$ cat src/rtl/pipe_stage_elastic.sv
// Generic elastic pipeline-stage register.
// Carries an opaque DATA_W-bit payload between two valid/ready interfaces
// and replaces the per-stage latches of the pipeline with one block.
//
// Handshake: a beat moves on a side only in a cycle where both valid and
// ready are high on that side (push = in_valid & in_ready,
// pop = out_valid & out_ready). Both sides are evaluated in the same cycle.
// valid must not depend on ready. in_ready and out_valid are forced low while
// flush or freeze is high, so no beat moves on either side in those cycles.
//
// SKID=1: two entries (main M, skid S). in_ready comes from state only,
//         which breaks the combinational stall path back to upstream.
// SKID=0: one entry M. in_ready passes out_ready through when full.
//
// The FSM state is exposed directly on occupancy: EMPTY=0, ONE=1, TWO=2.
module pipe_stage_elastic #(
  parameter int DATA_W = 128,
  parameter int SKID   = 1,
  parameter int CNT_W  = 16
) (
  input  logic              CLK,
  input  logic              RST,
  input  logic              flush,
  input  logic              freeze,
  input  logic              in_valid,
  output logic              in_ready,
  input  logic [DATA_W-1:0] in_data,
  output logic              out_valid,
  input  logic              out_ready,
  output logic [DATA_W-1:0] out_data,
  output logic [1:0]        occupancy,
  output logic [CNT_W-1:0]  stall_cycles
);

  typedef enum logic [1:0] {
    ST_EMPTY = 2'd0,
    ST_ONE   = 2'd1,
    ST_TWO   = 2'd2
  } state_e;

  state_e              state_q;
  logic [DATA_W-1:0]   m_q;
  logic [DATA_W-1:0]   s_q;
  logic [CNT_W-1:0]    stall_q;
  logic [CNT_W-1:0]    stall_d;

  logic                hold_all;
  logic                held_valid;
  logic                base_ready;
  logic                push;
  logic                pop;

  // Handshake signals; flush and freeze mask both sides.
  always_comb begin
    hold_all   = flush | freeze;
    held_valid = (state_q != ST_EMPTY);
    if (SKID != 0) begin
      base_ready = (state_q != ST_TWO);
    end else begin
      base_ready = !held_valid || out_ready;
    end
    in_ready  = base_ready && !hold_all;
    out_valid = held_valid && !hold_all;
    push      = in_valid && in_ready;
    pop       = out_valid && out_ready;
  end

  // Saturating back-pressure counter: counts cycles where a valid entry waits on downstream.
  always_comb begin
    stall_d = stall_q;
    if (held_valid && !out_ready && !hold_all && (stall_q != {CNT_W{1'b1}})) begin
      stall_d = stall_q + 1'b1;
    end
  end

  // Occupancy FSM and entry registers; reset beats flush, flush beats freeze.
  always_ff @(posedge CLK) begin
    if (RST) begin
      state_q <= ST_EMPTY;
      m_q     <= '0;
      s_q     <= '0;
      stall_q <= '0;
    end else begin
      stall_q <= stall_d;
      if (flush) begin
        state_q <= ST_EMPTY;
        m_q     <= '0;
        s_q     <= '0;
      end else if (!freeze) begin
        case (state_q)
          ST_EMPTY: begin
            if (push) begin
              state_q <= ST_ONE;
              m_q     <= in_data;
            end
          end
          ST_ONE: begin
            if (push && !pop) begin
              // Only reachable with SKID=1: with SKID=0 a push into a full
              // stage implies a pop in the same cycle.
              state_q <= ST_TWO;
              s_q     <= in_data;
            end else if (pop && !push) begin
              state_q <= ST_EMPTY;
              m_q     <= '0;
            end else if (push && pop) begin
              m_q     <= in_data;
            end
          end
          ST_TWO: begin
            if (pop) begin
              state_q <= ST_ONE;
              m_q     <= s_q;
              s_q     <= '0;
            end
          end
          default: begin
            state_q <= ST_EMPTY;
            m_q     <= '0;
            s_q     <= '0;
          end
        endcase
      end
    end
  end

  assign out_data     = m_q;
  assign occupancy    = state_q;
  assign stall_cycles = stall_q;

endmodule
$ cat config.mk
export PLATFORM = sky130hd
export DESIGN_NAME = pipe_stage_elastic
export DESIGN_NICKNAME = d
export VERILOG_FILES = /design/src/rtl/pipe_stage_elastic.sv
export SDC_FILE = /design/constraint.sdc
export NUM_CORES = 1
export LEC_CHECK = 0
export CAP_MARGIN = 20
export CORE_ASPECT_RATIO = 1.2
export CORE_MARGIN = 2
export CORE_UTILIZATION = 46
export DETAILED_ROUTE_END_ITERATION = 10
export HOLD_SLACK_MARGIN = 0.03
export PLACE_DENSITY = 0.77
export SYNTH_ARGS = -nofsm -noshare
export SYNTH_HDL_FRONTEND = slang
export SYNTH_SLANG_ARGS = --single-unit
$ cat constraint.sdc
create_clock -name CLK -period 2.9 [get_ports CLK]
set_clock_uncertainty 0.15 [all_clocks]
set_input_delay 0.87 -clock CLK [delete_from_list [all_inputs] [get_ports CLK]]
set_output_delay 0.87 -clock CLK [all_outputs]
set_load 0.005 [all_outputs]
Word-level counts from Yosys, hierarchy flattened --
Index checks and enable logic that the tools add are counted.
Word-level totals: bits of input ports 134, flip-flop bits (word level) 274, output and inout bits 148
Operators by class: eq/ne operators 10, $add $sub $neg 1, reduce and logical (&&, ||, !) cells 20, multiplexer cells 14, bitwise operators 3
Operator list (count):
- 2-to-1 mux 128 bit | 7
- one-hot mux 128 bit (3 select lines) | 2
- adder 16 x 1 -> 16 bit, second input constant | 1
- inequality test 16 bit, second input constant | 1
- logical AND 1 bit | 10
- inequality test 2 bit, second input constant | 5
- 2-to-1 mux 2 bit | 4
- AND reduction 4 bit | 2
- inequality test 3 bit, second input constant | 2
- one-hot mux 2 bit (3 select lines) | 1
- AND reduction 5 bit | 1
- logical NOT 1 bit | 4
- equality test 2 x 1 -> 1 bit, second input constant | 1
- equality test 2 bit, second input constant | 1
- logical NOT 2 bit | 1
- inverter 1 bit | 2
- nonzero test 2 bit | 1
- OR reduction 2 bit | 1
- bitwise OR 1 bit | 1

Longest topological paths before layout --
word-level depth 9, mapped depth 14, gate-level depth less buffers 9

Worst setup path after synthesis --
Ideal clock, no wire load.
path kind flip-flop to flip-flop, from register state_q[1], in the netlist occupancy[1], to register s_q[107], data required time 2.678 ns, library setup time 0.072 ns, stages on the path, launching flop included 14, period minus slack after synthesis 2.891 ns, arrival time 2.670 ns, slack 0.009 ns, cells stage by stage dfxtp_1 > buf_4 > nor2b_1 > clkbuf_1 > clkbuf_1 > nor3_1 > nand2_1 > inv_1 > ha_1 > and2_1 > o21ai_1 > buf_2 > buf_2 > mux2i_1
RTL lines:
- from (decl) | line 41 | state_e state_q;
- from (signal assigned) | line 79 | state_q <= ST_EMPTY;
- from (signal assigned) | line 86 | state_q <= ST_EMPTY;
- from (signal assigned) | line 93 | state_q <= ST_ONE;
- inequality test 2 bit | line 58 | base_ready = (state_q != ST_TWO);
- logical AND 1 bit | line 62 | in_ready = base_ready && !hold_all;
- net in_ready | line 26 | output logic in_ready,
- logical AND 1 bit | line 64 | push = in_valid && in_ready;
- logical AND 1 bit | line 98 | if (push && !pop) begin
- inequality test 2 bit (no line)
- AND reduction 4 bit (no line)
- to (signal assigned) | line 102 | s_q <= in_data;
- to (decl) | line 43 | logic [DATA_W-1:0] s_q;
The timed path passes the listed nets, and every way through them passes these cells. A chain may end at the register's enable or synchronous reset.

Final worst setup path --
from input port flush, to register m_q[112], in the netlist out_data[112]
On the way: word-level cells in the longest chain between the ends 9
RTL lines:
- from (decl) | line 23 | input logic flush,
- bitwise OR 1 bit | line 55 | hold_all = flush | freeze;
- logical NOT 1 bit | line 62, 63
- logical AND 1 bit | line 62
- logical AND 1 bit | line 64
- logical NOT 1 bit | line 103 | end else if (pop && !push) begin
- logical AND 1 bit | line 103
- 2-to-1 mux 128 bit | line 103
- 2-to-1 mux 128 bit | line 98
- one-hot mux 128 bit (3 select lines) | line 90 | case (state_q)
- to (signal assigned) | line 94 | m_q <= in_data;
- to (signal assigned) | line 107 | m_q <= in_data;
- to (signal assigned) | line 113 | m_q <= s_q;
- to (decl) | line 42 | logic [DATA_W-1:0] m_q;
Several ways; a longest one is shown, not always the timed one. The select of a mux whose other input is x is not followed.

==> flow_summary.toml <==
[clock_network]
cts_buffers = 28
clk_buf_depth = 3
cts_hold_repair.buffers = 0
cts_sinks = 274
clk_root_buffer_cell = "sky130_fd_sc_hd__clkbuf_16"
cts_tree = "built"
h_tree_levels = 1
clk_latency_worst_skew_pair_ps = 520
path_clk_slew_ps = 60

[floorplanning]
dieWidth_um = 153
num_io_pins = 282
start_util = 0.468
placement_rows = 65
fp.dieH_um = 183
dieArea_sq_mm = 0.0281
core_region_area_sq_mm = 0.0263

[sta]
slew-limit-headroom = 0.409
fin_ws_ps = 46.3
achievable_freq_mhz = 350
timing.final.hold_violations = 0
timing.final.setup_violations = 0
maxSlewViolCount = 0
rsz0062_at_grt = "yes"
layout_min_cycle_time_ps = 2850
slew_worst_pin_ps = 886
post_route_fraction_of_the_period_consumed_by_the_critical_path = 0.984

[grt]
grt_pass1_vias = 10239
grt_antenna_before_repair = 3
grt_start_max_net_pins = 73
grt_first_pass_wirelength_mm = 52.0
grt_overflow_total = 0
groute.usage.overall = 0.221

[route]
via_count = 10781
vias_per_cell = 5.35
detail_route.first_pass.iterations = 4
route.detailed.wl_per_inst_um = 16.5
wirelength_mm = 33.3
drt_iter0_drc = 540
detail-route-antenna-nets = 0
post-route-drc-count = 0

[power_and_ir_drop]
peak_supply_drop_v = 0.000440
design_power_total_mw = 7.95
p_per_area_mw_per_mm2 = 470
cellLeakagePower_nw = 7.80

[synthesis]
gate_count_of_the_mapped_netlist = 1400
postSynthRegisterBits = 274
synth_cell_area_sq_mm = 0.0123
dominantRegCellSynth = "sky130_fd_sc_hd__dfxtp_1"
yosysWarnings = 0
mappedNetlistNets = 1537
synth.distinct_cells = 40
synthesis.area_per_instance_sq_um = 8.79
edff_count_synth = 0
asyncSetResetFlopFracSynth = 0
seq_area_frac_synth = 0.446

[min_path]
worst_hold_startpoint = "out_data[14]$_SDFFE_PP0P_"
hp-class = "reg -> reg"
hold_path_depth = 2
hold_path_end = "out_data[14]$_SDFFE_PP0P_"

[worst_setup_path]
worst_case_register_to_register_setup_slack_ps = 80
worst-endpoint-arrival_ps = 3160
cp.required_ps = 3200
critical_path.max_fanout = 30
setup.worst_path.start_class = "input pin"
reg2reg_to = "out_data[15]$_SDFFE_PP0P_"
critPathKind = "in -> reg"
startpoint_of_the_worst_register_to_register_path = "occupancy[1]$_SDFFE_PP0P_"
setup.worst_path.end_class = "register"
timing.reg2reg.worst_path_depth = 15

[finish]
final_nets = 1798
area_growth_syn_to_layout_pct = 37.4
finish.utilization = 0.644
final_layout_size_suffix_gt1_frac = 0.0786

[placed_design]
gp_congestion = 0.812
post-dp-hpwl_mm = 22.1
place_ws_ps = -500
numPortBuffers = 281

[flow_run]
max-cap-violations = 0

[run_status]
run_status = "completed"
[worst max-delay path by stage]
stage / end / depth (start not counted) / slack (ps) / start
6_report: out_data[112]$_SDFFE_PP0P_ / 15 / 50 / flush
3_3_place_gp: out_data[83]$_SDFFE_PP0P_ / 10 / -420 / freeze
3_5_place_dp: out_data[72]$_SDFFE_PP0P_ / 10 / -500 / freeze
2_1_floorplan: s_q[107]$_SDFFE_PP0P_ / 13 / 9 / occupancy[1]$_SDFFE_PP0P_
5_1_grt: out_data[112]$_SDFFE_PP0P_ / 15 / -90 / flush
4_1_cts: out_valid / 3 / 20 / freeze
[layout by cell type, fill, tap and decap left out, types with 4 or more instances in the layout]
| cell | Yosys | routed |
|---|---|---|
| sky130_fd_sc_hd__clkdlybuf4s50_1 | 0 | 278 |
| sky130_fd_sc_hd__a21oi_1 | 16 | 15 |
| sky130_fd_sc_hd__nand2_1 | 518 | 518 |
| sky130_fd_sc_hd__or4_1 | 7 | 7 |
| sky130_fd_sc_hd__nor2_1 | 9 | 8 |
| sky130_fd_sc_hd__mux2i_1 | 257 | 257 |
| sky130_fd_sc_hd__clkbuf_1 | 74 | 8 |
| sky130_fd_sc_hd__mux2_2 | 4 | 4 |
| sky130_fd_sc_hd__a22o_1 | 128 | 128 |
| sky130_fd_sc_hd__clkbuf_16 | 0 | 31 |
| sky130_fd_sc_hd__dfxtp_1 | 274 | 274 |
| sky130_fd_sc_hd__clkbuf_8 | 0 | 5 |
| sky130_fd_sc_hd__clkinv_2 | 0 | 4 |
| sky130_fd_sc_hd__buf_4 | 1 | 39 |
| sky130_fd_sc_hd__o21ai_0 | 5 | 5 |
| sky130_fd_sc_hd__nand4_1 | 5 | 5 |
| sky130_fd_sc_hd__nor2b_1 | 7 | 6 |
| sky130_fd_sc_hd__inv_1 | 4 | 4 |
| sky130_fd_sc_hd__o31ai_1 | 7 | 7 |
| sky130_fd_sc_hd__buf_12 | 0 | 27 |
| sky130_fd_sc_hd__nor4_1 | 6 | 6 |
[cell usage after synthesis, drive strengths merged, types with 4 or more instances]
cell type / instances / area [sq um]
inv: 4 / 15.0
clkbuf: 74 / 278
nor4: 6 / 37.5
nand4: 5 / 31.3
a21oi: 16 / 80.1
a22o: 128 / 1120
o31ai: 7 / 52.6
nor3: 4 / 20.0
or4: 8 / 63.8
dfxtp: 274 / 5490
nor2: 9 / 33.8
o21ai: 7 / 35.0
buf: 47 / 241
nand2: 518 / 1940
mux2i: 257 / 2570
nand3: 4 / 25.0
nor2b: 7 / 43.8
mux2: 4 / 45.0
[stage by stage]
stage / setup TNS, ps / hold slack [ps] / area (sq um) / std cells
floorplan: 0 / 288 / 12300 / 1400
global placement: -66680 / 294 / 15900 / 1957
detailed placement: -83990 / 302 / 15900 / 1957
CTS: 0 / 310 / 16800 / 2008
global route: -2860 / 324 / 16900 / 2014
finish: 0 / 307 / 16900 / 2016
[timing repair]
| item | CTS | global route |
|---|---|---|
| pin swaps | 2 | 2 |
| cloned | 0 | 3 |
| hold endpoints to repair | 0 | 0 |
| buffers inserted | 4 | 3 |
| resized for setup | 7 | 10 |
| endpoints found under the setup margin | 2 | 90 |
[sequential cells by signal, summed over array words and instances, names as in the netlist]
register      flops
out_data        128
occupancy         2
s_q             128
stall_cycles     16
[report_power, final]
| part | leakage (nW) | internal (mW) | switching [mW] | total [mW] |
|---|---|---|---|---|
| clock network | 0.433 | 2.04 | 1.45 | 3.48 |
| logic | 5.15 | 0.384 | 0.282 | 0.666 |
| registers | 2.21 | 3.79 | 0.0157 | 3.81 |
[metal layers]
| metal | global-route usage | vias to the layer above | share of wire |
|---|---|---|---|
| met4 | 0.0556 | 2 | 0.019 |
| met2 | 0.395 | 313 | 0.50 |
| met1 | 0.272 | 5144 | 0.41 |
| li1 | - | 5279 | - |
| met3 | 0.0470 | 43 | 0.070 |
| met5 | 0 | - | 0.00048 |
[worst max-delay path: stages]
cell	delay (ps)
sky130_fd_sc_hd__clkdlybuf4s15_2	210
sky130_fd_sc_hd__nor3_2	200
sky130_fd_sc_hd__buf_4	140
sky130_fd_sc_hd__buf_4	90
sky130_fd_sc_hd__buf_4	90
sky130_fd_sc_hd__buf_4	90
sky130_fd_sc_hd__nand2_1	60
sky130_fd_sc_hd__inv_1	60
sky130_fd_sc_hd__ha_1	180
sky130_fd_sc_hd__nand3b_1	120
sky130_fd_sc_hd__a21oi_1	110
sky130_fd_sc_hd__o21ai_4	190
sky130_fd_sc_hd__buf_4	230
sky130_fd_sc_hd__buf_12	250
sky130_fd_sc_hd__mux2i_1	220
[logic make-up after synthesis]
| group | count (synthesis) | share of synthesized area |
|---|---|---|
| adders and majority gates | 3 | 0.00305 |
| buffers and inverters | 125 | 0.0434 |
| AOI/OAI and AO/OA | 162 | 0.107 |
| muxes | 261 | 0.213 |
| DFF | 274 | 0.446 |
| and+or+nand+nor | 575 | 0.188 |
[area by class of cell]
cell class | count | area, sq um
fill | 2172 | 9360
multi-input combinational | 1001 | 6350
sequential | 274 | 5490
timing repair buffer | 352 | 3750
clock buffer | 42 | 825
tap | 335 | 419
clock inverter | 6 | 57.6
inverter | 4 | 15.0
antenna | 2 | 5.00
Power figures use the tool's default switching activity.
